## src/rtl/result_drain.sv

```systemverilog
// Snapshots the N x N accumulator outputs of the systolic array in one cycle.
// It then streams the elements out in row-major order over a valid/ready interface.
module result_drain #(
    parameter int unsigned N          = 4,
    parameter int unsigned DATA_WIDTH = 8,
    localparam int unsigned IW        = (N > 1) ? $clog2(N) : 1,
    localparam int unsigned EW        = 2 * DATA_WIDTH
) (
    input  logic              clk,
    input  logic              reset_n,
    input  logic              capture_i,
    input  logic [N*N*EW-1:0] c_i,
    output logic              busy_o,
    output logic              out_valid_o,
    input  logic              out_ready_i,
    output logic [EW-1:0]     out_data_o,
    output logic [IW-1:0]     out_row_o,
    output logic [IW-1:0]     out_col_o,
    output logic              out_last_o,
    output logic              overrun_o
);

    localparam int unsigned AW   = (N * N > 1) ? $clog2(N * N) : 1;
    localparam logic [IW-1:0] MAX_IDX = IW'(N - 1);

    typedef enum logic {StIdle, StStream} state_e;

    state_e          state_q, state_d;
    logic [IW-1:0]   row_q, row_d;
    logic [IW-1:0]   col_q, col_d;
    logic            overrun_q, overrun_d;
    logic            load;
    logic            at_last;
    logic [AW-1:0]   idx;
    logic [EW-1:0]   buf_q [N*N];

    assign at_last = (row_q == MAX_IDX) && (col_q == MAX_IDX);
    assign idx     = AW'(row_q) * AW'(N) + AW'(col_q);

    always_comb begin
        state_d   = state_q;
        row_d     = row_q;
        col_d     = col_q;
        overrun_d = overrun_q;
        load      = 1'b0;
        unique case (state_q)
            StIdle: begin
                if (capture_i) begin
                    load    = 1'b1;
                    row_d   = '0;
                    col_d   = '0;
                    state_d = StStream;
                end
            end
            StStream: begin
                if (out_ready_i) begin
                    if (at_last) begin
                        row_d = '0;
                        col_d = '0;
                        // A capture coinciding with the final handshake starts the next drain.
                        if (capture_i) begin
                            load = 1'b1;
                        end else begin
                            state_d = StIdle;
                        end
                    end else if (col_q != MAX_IDX) begin
                        col_d = col_q + 1'b1;
                    end else begin
                        col_d = '0;
                        row_d = row_q + 1'b1;
                    end
                end
                if (capture_i && !(out_ready_i && at_last)) begin
                    overrun_d = 1'b1;
                end
            end
            default: state_d = StIdle;
        endcase
    end

    always_ff @(posedge clk or negedge reset_n) begin
        if (!reset_n) begin
            state_q   <= StIdle;
            row_q     <= '0;
            col_q     <= '0;
            overrun_q <= 1'b0;
        end else begin
            state_q   <= state_d;
            row_q     <= row_d;
            col_q     <= col_d;
            overrun_q <= overrun_d;
        end
    end

    always_ff @(posedge clk or negedge reset_n) begin
        if (!reset_n) begin
            for (int i = 0; i < N * N; i++) begin
                buf_q[i] <= '0;
            end
        end else if (load) begin
            for (int i = 0; i < N * N; i++) begin
                buf_q[i] <= c_i[i*EW +: EW];
            end
        end
    end

    always_comb begin
        busy_o      = (state_q == StStream);
        out_valid_o = busy_o;
        out_data_o  = busy_o ? buf_q[idx] : '0;
        out_row_o   = busy_o ? row_q : '0;
        out_col_o   = busy_o ? col_q : '0;
        out_last_o  = busy_o && at_last;
        overrun_o   = overrun_q;
    end

endmodule

```

## config.mk

```make
export PLATFORM = sky130hd
export DESIGN_NAME = result_drain
export DESIGN_NICKNAME = d
export VERILOG_FILES = /design/src/rtl/result_drain.sv
export SDC_FILE = /design/constraint.sdc
export NUM_CORES = 1
export LEC_CHECK = 0
export ABC_AREA = 1
export BUFFER_PORTS_ARGS = -buffer_cell sky130_fd_sc_hd__buf_2
export CAP_MARGIN = 20
export CELL_PAD_IN_SITES_DETAIL_PLACEMENT = 1
export CELL_PAD_IN_SITES_GLOBAL_PLACEMENT = 2
export CORE_UTILIZATION = 35
export DETAILED_ROUTE_END_ITERATION = 6
export GPL_ROUTABILITY_DRIVEN = 0
export GPL_TIMING_DRIVEN = 0
export PLACE_DENSITY = 0.88
export REMOVE_ABC_BUFFERS = 1
export SLEW_MARGIN = 20
export SYNTH_ARGS = -nofsm -noshare
export SYNTH_HDL_FRONTEND = slang
export SYNTH_SLANG_ARGS = --single-unit
```

## constraint.sdc

```tcl
create_clock -name clk -period 3.3 [get_ports clk]
set_clock_uncertainty 0.2 [all_clocks]
set_input_delay 0.33 -clock clk [delete_from_list [all_inputs] [get_ports clk]]
set_output_delay 0.33 -clock clk [all_outputs]
set_load 0.01 [all_outputs]
```

==> results of run 1 <==
-- metrics by stage --
stage / hold WS (ns) / power [uW] / instance area [um^2] / TNS, ns / cells
2_1_floorplan: -0.166 / 9670 / 12700 / -2215.07 / 1499
3_3_place_gp: 0.264 / 10400 / 14800 / -4578.08 / 2293
3_5_place_dp: 0.0949 / 11900 / 15300 / -13.72 / 2314
4_1_cts: 0.112 / 16000 / 19200 / 0 / 2636
5_1_grt: 0.163 / 17400 / 19300 / 0 / 2648
6_report: 0.127 / 16300 / 19300 / 0 / 2649
-- how the worst max path moves through the flow --
| stage | to | slack [ns] | cells past startpoint |
|---|---|---|---|
| after CTS | buf_q[58]$_DFFE_PN0P_ | 0.02 | 10 |
| after floorplan | buf_q[191]$_DFFE_PN0P_ | -9.00 | 5 |
| after detailed placement | buf_q[246]$_DFFE_PN0P_ | -0.42 | 10 |
| after global placement | buf_q[55]$_DFFE_PN0P_ | -14.39 | 5 |
| after global routing | buf_q[90]$_DFFE_PN0P_ | 0.005 | 8 |
| final | buf_q[58]$_DFFE_PN0P_ | 0.1 | 8 |
-- worst register-to-register path: stages, from the launching register on --
cell and delay [ns]:
sky130_fd_sc_hd__dfrtp_1 0.62, sky130_fd_sc_hd__inv_2 0.40, sky130_fd_sc_hd__or2_1 0.43, sky130_fd_sc_hd__nand3_4 0.13
sky130_fd_sc_hd__buf_12 0.19, sky130_fd_sc_hd__buf_12 0.24, sky130_fd_sc_hd__buf_16 0.22, sky130_fd_sc_hd__buf_12 0.24
sky130_fd_sc_hd__mux2_2 0.40
-- report_power, final --
group / internal [uW] / switching, uW
Combinational: 2910 / 4330
Clock: 2160 / 1440
Sequential: 4680 / 740
-- logic make-up (layout without fill, tap and decap cells) --
logic type / after synthesis / in the layout / synth area share, %
compound gates: 213 / 213 / 11.6
fa+ha+maj: 2 / 2 / 0.187
buf+inv: 305 / 833 / 10.4
flops: 262 / 262 / 49.0
mux: 64 / 64 / 5.87
other cells: 0 / 6 / 0
simple gates: 757 / 758 / 22.9
-- area by class of cell --
class,instances,area share (%)
multi-input combinational,1037,28.2
timing repair buffer,578,25.0
clock buffer,52,5.40
clock inverter,2,0.0518
antenna,6,0.0777
tap,511,3.31
inverter,201,3.97
sequential,262,34.0
-- placed cells by master (no fill, tap or decap), types with 3 or more instances in the layout --
cell type                       count
sky130_fd_sc_hd__clkbuf_16         40
sky130_fd_sc_hd__clkinv_2           3
sky130_fd_sc_hd__clkbuf_1           9
sky130_fd_sc_hd__o21ai_0            3
sky130_fd_sc_hd__diode_2            6
sky130_fd_sc_hd__a21oi_2          129
sky130_fd_sc_hd__buf_4              3
sky130_fd_sc_hd__mux2_2            47
sky130_fd_sc_hd__dlygate4sd3_1    259
sky130_fd_sc_hd__nor2_1           323
sky130_fd_sc_hd__nand2_1          266
sky130_fd_sc_hd__dfrtp_1          258
sky130_fd_sc_hd__a21oi_1           80
sky130_fd_sc_hd__buf_2            282
sky130_fd_sc_hd__nand3_1          163
sky130_fd_sc_hd__dfrtp_4            3
sky130_fd_sc_hd__inv_1            196
sky130_fd_sc_hd__clkbuf_8           6
sky130_fd_sc_hd__buf_12            12
sky130_fd_sc_hd__buf_16            14
sky130_fd_sc_hd__mux2_4            17
-- state kept, by name, indices dropped and copies added (netlist names) --
signal / flops
overrun_o: 1
busy_o: 1
row_q: 2
buf_q: 256
col_q: 2
-- layer usage --
layer	track usage (%)	vias up	wire length (um)
met5	0	-	17
met4	10.7	2	1660
met3	4.39	133	2270
met2	48.0	376	27200
met1	30.8	6427	21000
li1	-	6034	-
-- timing repair --
action,in CTS,in global routing
pin swaps,1,0
hold buffers,259,0
buffers inserted,6,4
endpoints found under the hold margin,357,0
cloned,3,3
gates resized for setup,2,3
endpoints found under the setup margin,90,43
==> parameters.txt, run 1 <==
Parameter                              Value

Clock network
  Insertion delay to the later sink of the worst-skew pair    about 0.53 ns
  H-tree levels    2
  Number of clock sinks    approximately 260
  Clock Pin Slew Worst Setup and Hold Paths    approximately 0.06 ns
  CTS tree    done
  Clock buffers created by TritonCTS    34
  Buffers from clock root to sink, at most    3
  CTS root buffer    sky130_fd_sc_hd__clkbuf_16

Timing
  Max Transition Viols Final    0
  Actual slew at the worst max-slew pin    between 0.8 and 0.9 ns
  Max Freq    between 300 and 400 MHz
  Final number of hold-violating endpoints    0
  RSZ-0062 raised after global routing    false
  Remaining max-slew budget at the tightest pin    46.6%
  Post-layout worst setup margin    between 0.09 and 0.1 ns
  Final count of negative-setup-slack endpoints    0
  Period utilisation layout    ~97%
  Shortest clock period the worst path allows after layout    3.20 ns

Route
  Count of routing violations after the opening detailed-route iteration    approximately 540
  Detailed Route WL    52100 um
  Wire length per cell after detailed routing    ~20 um
  Via count    13.0k
  DRT Pass-1 Iters    4
  DRC violations left    0
  Number of vias per cell after detailed routing    ~4.9
  Final antenna-violating net count    0

Logic synthesis
  Post-synthesis cell count    ~1.6k
  Share of flip-flops with an asynchronous set or reset    100%
  Post-Syn Area    13400 um^2
  Number of distinct library cells after synthesis    24
  Ranking of synthesized cells by area    sky130_fd_sc_hd__dfrtp_1 49%, sky130_fd_sc_hd__nor2_1 9.1%, sky130_fd_sc_hd__a21oi_2 8.5%
  Synth area leader    sky130_fd_sc_hd__dfrtp_1
  Sequential element share of the synthesized area    about half
  Number of synthesized flops with an enable pin    0
  Register bit count reported by yosys    roughly 260
  Yosys warning total    0
  Yosys top cell area share    about half
  Post-synthesis average cell area    8.34 um^2
  Most frequent cells after synthesis    323 x sky130_fd_sc_hd__nor2_1, 266 x sky130_fd_sc_hd__nand2_1, 262 x sky130_fd_sc_hd__dfrtp_1
  Most numerous cell in the Yosys netlist    sky130_fd_sc_hd__nor2_1
  Most common flop cell mapped by yosys    sky130_fd_sc_hd__dfrtp_1

Power
  Total power density per cell area    842 nW/um^2
  IR Drop Worst-Case VDD    550 uV
  Leakage power    just under 0.01 uW

Finish
  Net count of the finished layout    roughly 2.4k
  Relative area change from synthesis to final layout    44.5%
  Sequential Area    ~6600 um^2
  Fraction of final layout cells sized beyond drive strength 1    between 20% and 30%
  Area occupied by multi-input gates    between 5000 and 6000 um^2
  Final standard cell utilization of the core    approximately half
  Layout fillers    between 4k and 5k

Floorplanning
  Number of top-level pins    approximately 280
  Total Die Area    between 30000 and 40000 um^2
  Horizontal extent of the die    197 um
  Die H    approximately 200 um
  Placeable core region    ~38000 um^2
  Starting density of the core    a little over a third
  Number of placement rows    71

Setup path
  Cell Chain, Critical Path    inv_2, or2_1, nand3_4, buf_12, buf_12, buf_16, buf_12, mux2_2
  Maximum net fanout on the critical path    39
  Largest stage delay on the critical path    ~0.62 ns
  Cell mode on critical path    sky130_fd_sc_hd__buf_12
  Endpoint class of the critical path    flip-flop
  Endpoint required time on the critical path    about 3.5 ns
  Reg-to-reg critical path startpoint    busy_o$_DFF_PN0_
  Count of buffer and inverter cells on the critical path    5
  Slowest cell on crit path    sky130_fd_sc_hd__dfrtp_1
  Launching element of the worst setup path    busy_o$_DFF_PN0_
  Top delay family on crit path    buffers and inverters
  Critical path type    reg -> reg
  Cell count of the worst reg-to-reg path    8
  Arrival time at the worst endpoint    roughly 3.4 ns
  Worst flop-to-flop path endpoint    buf_q[58]$_DFFE_PN0P_
  Flop-to-flop setup slack    around 0.1 ns
  Critical Path Start Type    flip-flop

GRT
  First-pass GRT wire length    approximately 80000 um
  Pin count of the biggest net entering global routing    80
  Total global-route track usage    a little over a quarter
  Global route total overflow    0
  Via count of the first global-routing pass    ~15k
  Number of antenna violations at the first check in global routing    7

Placement
  Worst setup timing slack at the placement stage    -0.418 ns
  Buffers on Ports    approximately 280
  HPWL after detailed placement    ~27000 um

Worst hold path
  Hold Path Class    in -> async

Outcome
  Run status    complete, no violations

Flow run
  Max-Cap Viols    0
Note: power is estimated with default switching activity, not from simulation.
==> run 2: changes to the inputs <==
--- a/config.mk
+++ b/config.mk
@@ -10,11 +10,12 @@
 export CAP_MARGIN = 20
 export CELL_PAD_IN_SITES_DETAIL_PLACEMENT = 1
 export CELL_PAD_IN_SITES_GLOBAL_PLACEMENT = 2
-export CORE_UTILIZATION = 35
+export CORE_ASPECT_RATIO = 1.4
+export CORE_UTILIZATION = 32
 export DETAILED_ROUTE_END_ITERATION = 6
 export GPL_ROUTABILITY_DRIVEN = 0
 export GPL_TIMING_DRIVEN = 0
-export PLACE_DENSITY = 0.88
+export PLACE_DENSITY = 0.82
 export REMOVE_ABC_BUFFERS = 1
 export SLEW_MARGIN = 20
 export SYNTH_ARGS = -nofsm -noshare
==> constraint.sdc (replaced) <==
create_clock -name clk -period 3.65 [get_ports clk]
set_clock_uncertainty 0.2 [all_clocks]
set_input_delay 0.365 -clock clk [delete_from_list [all_inputs] [get_ports clk]]
set_output_delay 0.365 -clock clk [all_outputs]
set_load 0.01 [all_outputs]
==> run 2 against run 1 <==
Setup slack improved by 0.11 ns. Combinational power decreased by 15%. Count of clock-buffer cells in the layout decreased by 11. First-iteration DRC count decreased by 0.18%. Non-clock buffer count decreased by 10. Power decreased by 14%. Via count decreased by 3.1%. Clock power decreased by 20%. Sequential cell count unchanged. Highest routed layer is now met4.
==> parameters.txt, run 2 (same netlist as run 1, synthesis figures left out) <==
Parameter                              Value

Finish
  Register ranked first by flip-flop count    buf_q
  Relative area change from synthesis to final layout    41.7%
  Biggest registers after layout    buf_q x256, col_q x2, row_q x2
  Commonest non-fill, non-tap cells in the layout    323 x sky130_fd_sc_hd__nor2_1, 282 x sky130_fd_sc_hd__buf_2, 266 x sky130_fd_sc_hd__nand2_1, 259 x sky130_fd_sc_hd__dlygate4sd3_1, 258 x sky130_fd_sc_hd__dfrtp_1
  Layout fillers    4903 (+10%)
  Net count of the finished layout    2362 (-0.59%)
  Fraction of final layout cells sized beyond drive strength 1    26.2% (-0.51 points)
  Most common cell after layout, fill and taps aside    sky130_fd_sc_hd__nor2_1
  Flip-flop count of the largest register, all copies and words added    256 (unchanged)

Power
  Pwr Total    14000 uW (-14%)
  Total power density per cell area    737 nW/um^2 (-12%)
  IR Drop Worst-Case VDD    337 uV (-39%)
  Leakage power    0.00960 uW (-2.3%)

Setup path
  Cell Chain, Critical Path    buf_16, ha_1, nand2_1, nand2_2, nand3_4, buf_12, buf_12, buf_16, buf_16, mux2_2
  Flop-to-flop setup slack    0.21 ns (+0.11 ns)
  Cell mode on critical path    sky130_fd_sc_hd__buf_16
  Endpoint class of the critical path    flip-flop
  Largest stage delay on the critical path    0.65 ns (+0.03 ns)
  Endpoint required time on the critical path    3.89 ns (+0.38 ns)
  Arrival time at the worst endpoint    3.68 ns (+0.27 ns)
  Critical path type    reg -> reg
  Maximum net fanout on the critical path    51 (+31%)
  Slowest cell on crit path    sky130_fd_sc_hd__dfrtp_4
  Cell count of the worst reg-to-reg path    10 (+2)
  Critical Path Start Type    flip-flop

Placement
  Buffers on Ports    283 (unchanged)
  HPWL after detailed placement    27300 um (+1.3%)

Timing
  Minimum hold slack    0.112 ns (-0.0143 ns)
  Max Transition Viols Final    0 (unchanged)
  Final number of hold-violating endpoints    0 (unchanged)
  Shortest clock period the worst path allows after layout    3.44 ns (+0.238 ns)
  Actual slew at the worst max-slew pin    0.740 ns (-0.0621 ns)
  RSZ-0062 raised after global routing    false
  Period utilisation layout    94.2% (-2.8 points)
  Max Freq    291 MHz (-6.9%)
  Remaining max-slew budget at the tightest pin    50.7% (+4.1 points)
  Final count of negative-setup-slack endpoints    0 (unchanged)

Floorplanning
  Number of placement rows    88 (+24%)
  Horizontal extent of the die    175 um (-11%)
  Total Die Area    42600 um^2 (+9.3%)
  Number of top-level pins    284 (unchanged)
  Die H    244 um (+24%)
  Placeable core region    41200 um^2 (+9.3%)
  Starting density of the core    32.5% (-3.0 points)

GRT
  Global route total overflow    0 (unchanged)
  Via count of the first global-routing pass    14.0k (-3.5%)
  Pin count of the biggest net entering global routing    84 (+5.0%)
  Number of antenna violations at the first check in global routing    7 (unchanged)
  First-pass GRT wire length    75100 um (-5.8%)
  Total global-route track usage    22.3% (-4.1 points)

Route
  DRT Pass-1 Iters    4 (unchanged)
  DRC violations left    0 (unchanged)
  Wire length per cell after detailed routing    17.9 um (-9.1%)
  Final antenna-violating net count    0 (unchanged)
  Via count    12.6k (-3.1%)
  Count of routing violations after the opening detailed-route iteration    540 (-0.18%)
  Number of vias per cell after detailed routing    4.72 (-3.7%)
  Detailed Route WL    47600 um (-8.6%)

Clock network
  Clock Pin Slew Worst Setup and Hold Paths    0.06 ns (about the same)
  Buffers from clock root to sink, at most    3 (unchanged)
  Clock buffers created by TritonCTS    30 (-12%)
  CTS tree    done
  Number of clock sinks    262 (unchanged)
  Insertion delay to the later sink of the worst-skew pair    0.57 ns (+0.04 ns)
  CTS root buffer    sky130_fd_sc_hd__clkbuf_16
  H-tree levels    1 (-1)

Outcome
  Run status    complete, no violations

Worst hold path
  Hold Path Class    in -> async

Flow run
  Max-Cap Viols    0 (unchanged)
[run 2: cell types whose count changed in the layout (fill, tap and decap cells not counted), sizes merged]
cell	before	now
bufinv	0	1
clkinv	4	7
buf	314	309
clkinvlp	0	1
diode	6	8
bufbuf	2	0
clkbuf	55	41
[run 2: worst paths after layout]
check | from | to
hold / removal | reset_n | buf_q[194]$_DFFE_PN0P_
min in group clk | overrun_o$_DFFE_PN0P_ | overrun_o$_DFFE_PN0P_
hold reg to reg | overrun_o$_DFFE_PN0P_ | overrun_o$_DFFE_PN0P_
setup / recovery | col_q[0]$_DFFE_PN0P_ | buf_q[56]$_DFFE_PN0P_
setup reg to reg | col_q[0]$_DFFE_PN0P_ | buf_q[56]$_DFFE_PN0P_
max in group asynchronous | reset_n | col_q[0]$_DFFE_PN0P_
[run 2: critical path: cells and delay by family (launching register included)]
family / cells / cell delay, ns
flops: 1 / 0.65
fa+ha+maj: 1 / 0.26
buf+inv: 5 / 1.31
simple gates: 3 / 0.45
mux: 1 / 0.37
[run 2: layer usage]
metal / wire length, um / up-vias / global-route usage [%]
met5: 0 / - / 0
met4: 1710 / 0 / 9.34
li1: - / 5999 / -
met1: 19000 / 6176 / 25.7
met2: 25300 / 284 / 41.0
met3: 1610 / 108 / 2.76
[run 2: final cells by class]
| class | instances | area (um^2) | share of cell area [%] |
|---|---|---|---|
| antenna | 8 | 20.0 | 0.106 |
| clock buffer | 41 | 833 | 4.40 |
| clock inverter | 7 | 62.6 | 0.330 |
| inverter | 201 | 767 | 4.05 |
| multi-input combinational | 1037 | 5440 | 28.7 |
| sequential | 262 | 6570 | 34.7 |
| tap | 540 | 676 | 3.57 |
| timing repair buffer | 568 | 4570 | 24.1 |
[run 2: per-stage QoR]
| stage | area, um^2 | instances | setup WS, ns | TNS [ns] | utilization [%] |
|---|---|---|---|---|---|
| floorplan | 12700 | 1499 | -8.65 | -2117.70 | - |
| global placement | 14800 | 2322 | -14.20 | -4458.37 | 36.0 |
| detailed placement | 15400 | 2343 | 0.0372 | 0 | 37.3 |
| CTS | 18900 | 2652 | 0.0183 | 0 | 45.8 |
| global route | 18900 | 2663 | 0.0652 | 0 | 46.0 |
| finish | 18900 | 2664 | 0.212 | 0 | 46.0 |
[run 2: report_power, final]
group	internal (uW)	leakage, uW	switching (uW)	total [uW]
Combinational	2520	0.00633	3670	6190
Clock	1640	0.000440	1240	2880
Sequential	4230	0.00283	657	4880
[run 2: timing repair]
action | in CTS | in global routing
gates resized for setup | 0 | 4
hold endpoints to repair | 380 | 0
hold buffers | 259 | 0
pin swaps | 0 | 1
endpoints found under the setup margin | 11 | 16
cloned | 0 | 1
setup buffers | 2 | 3
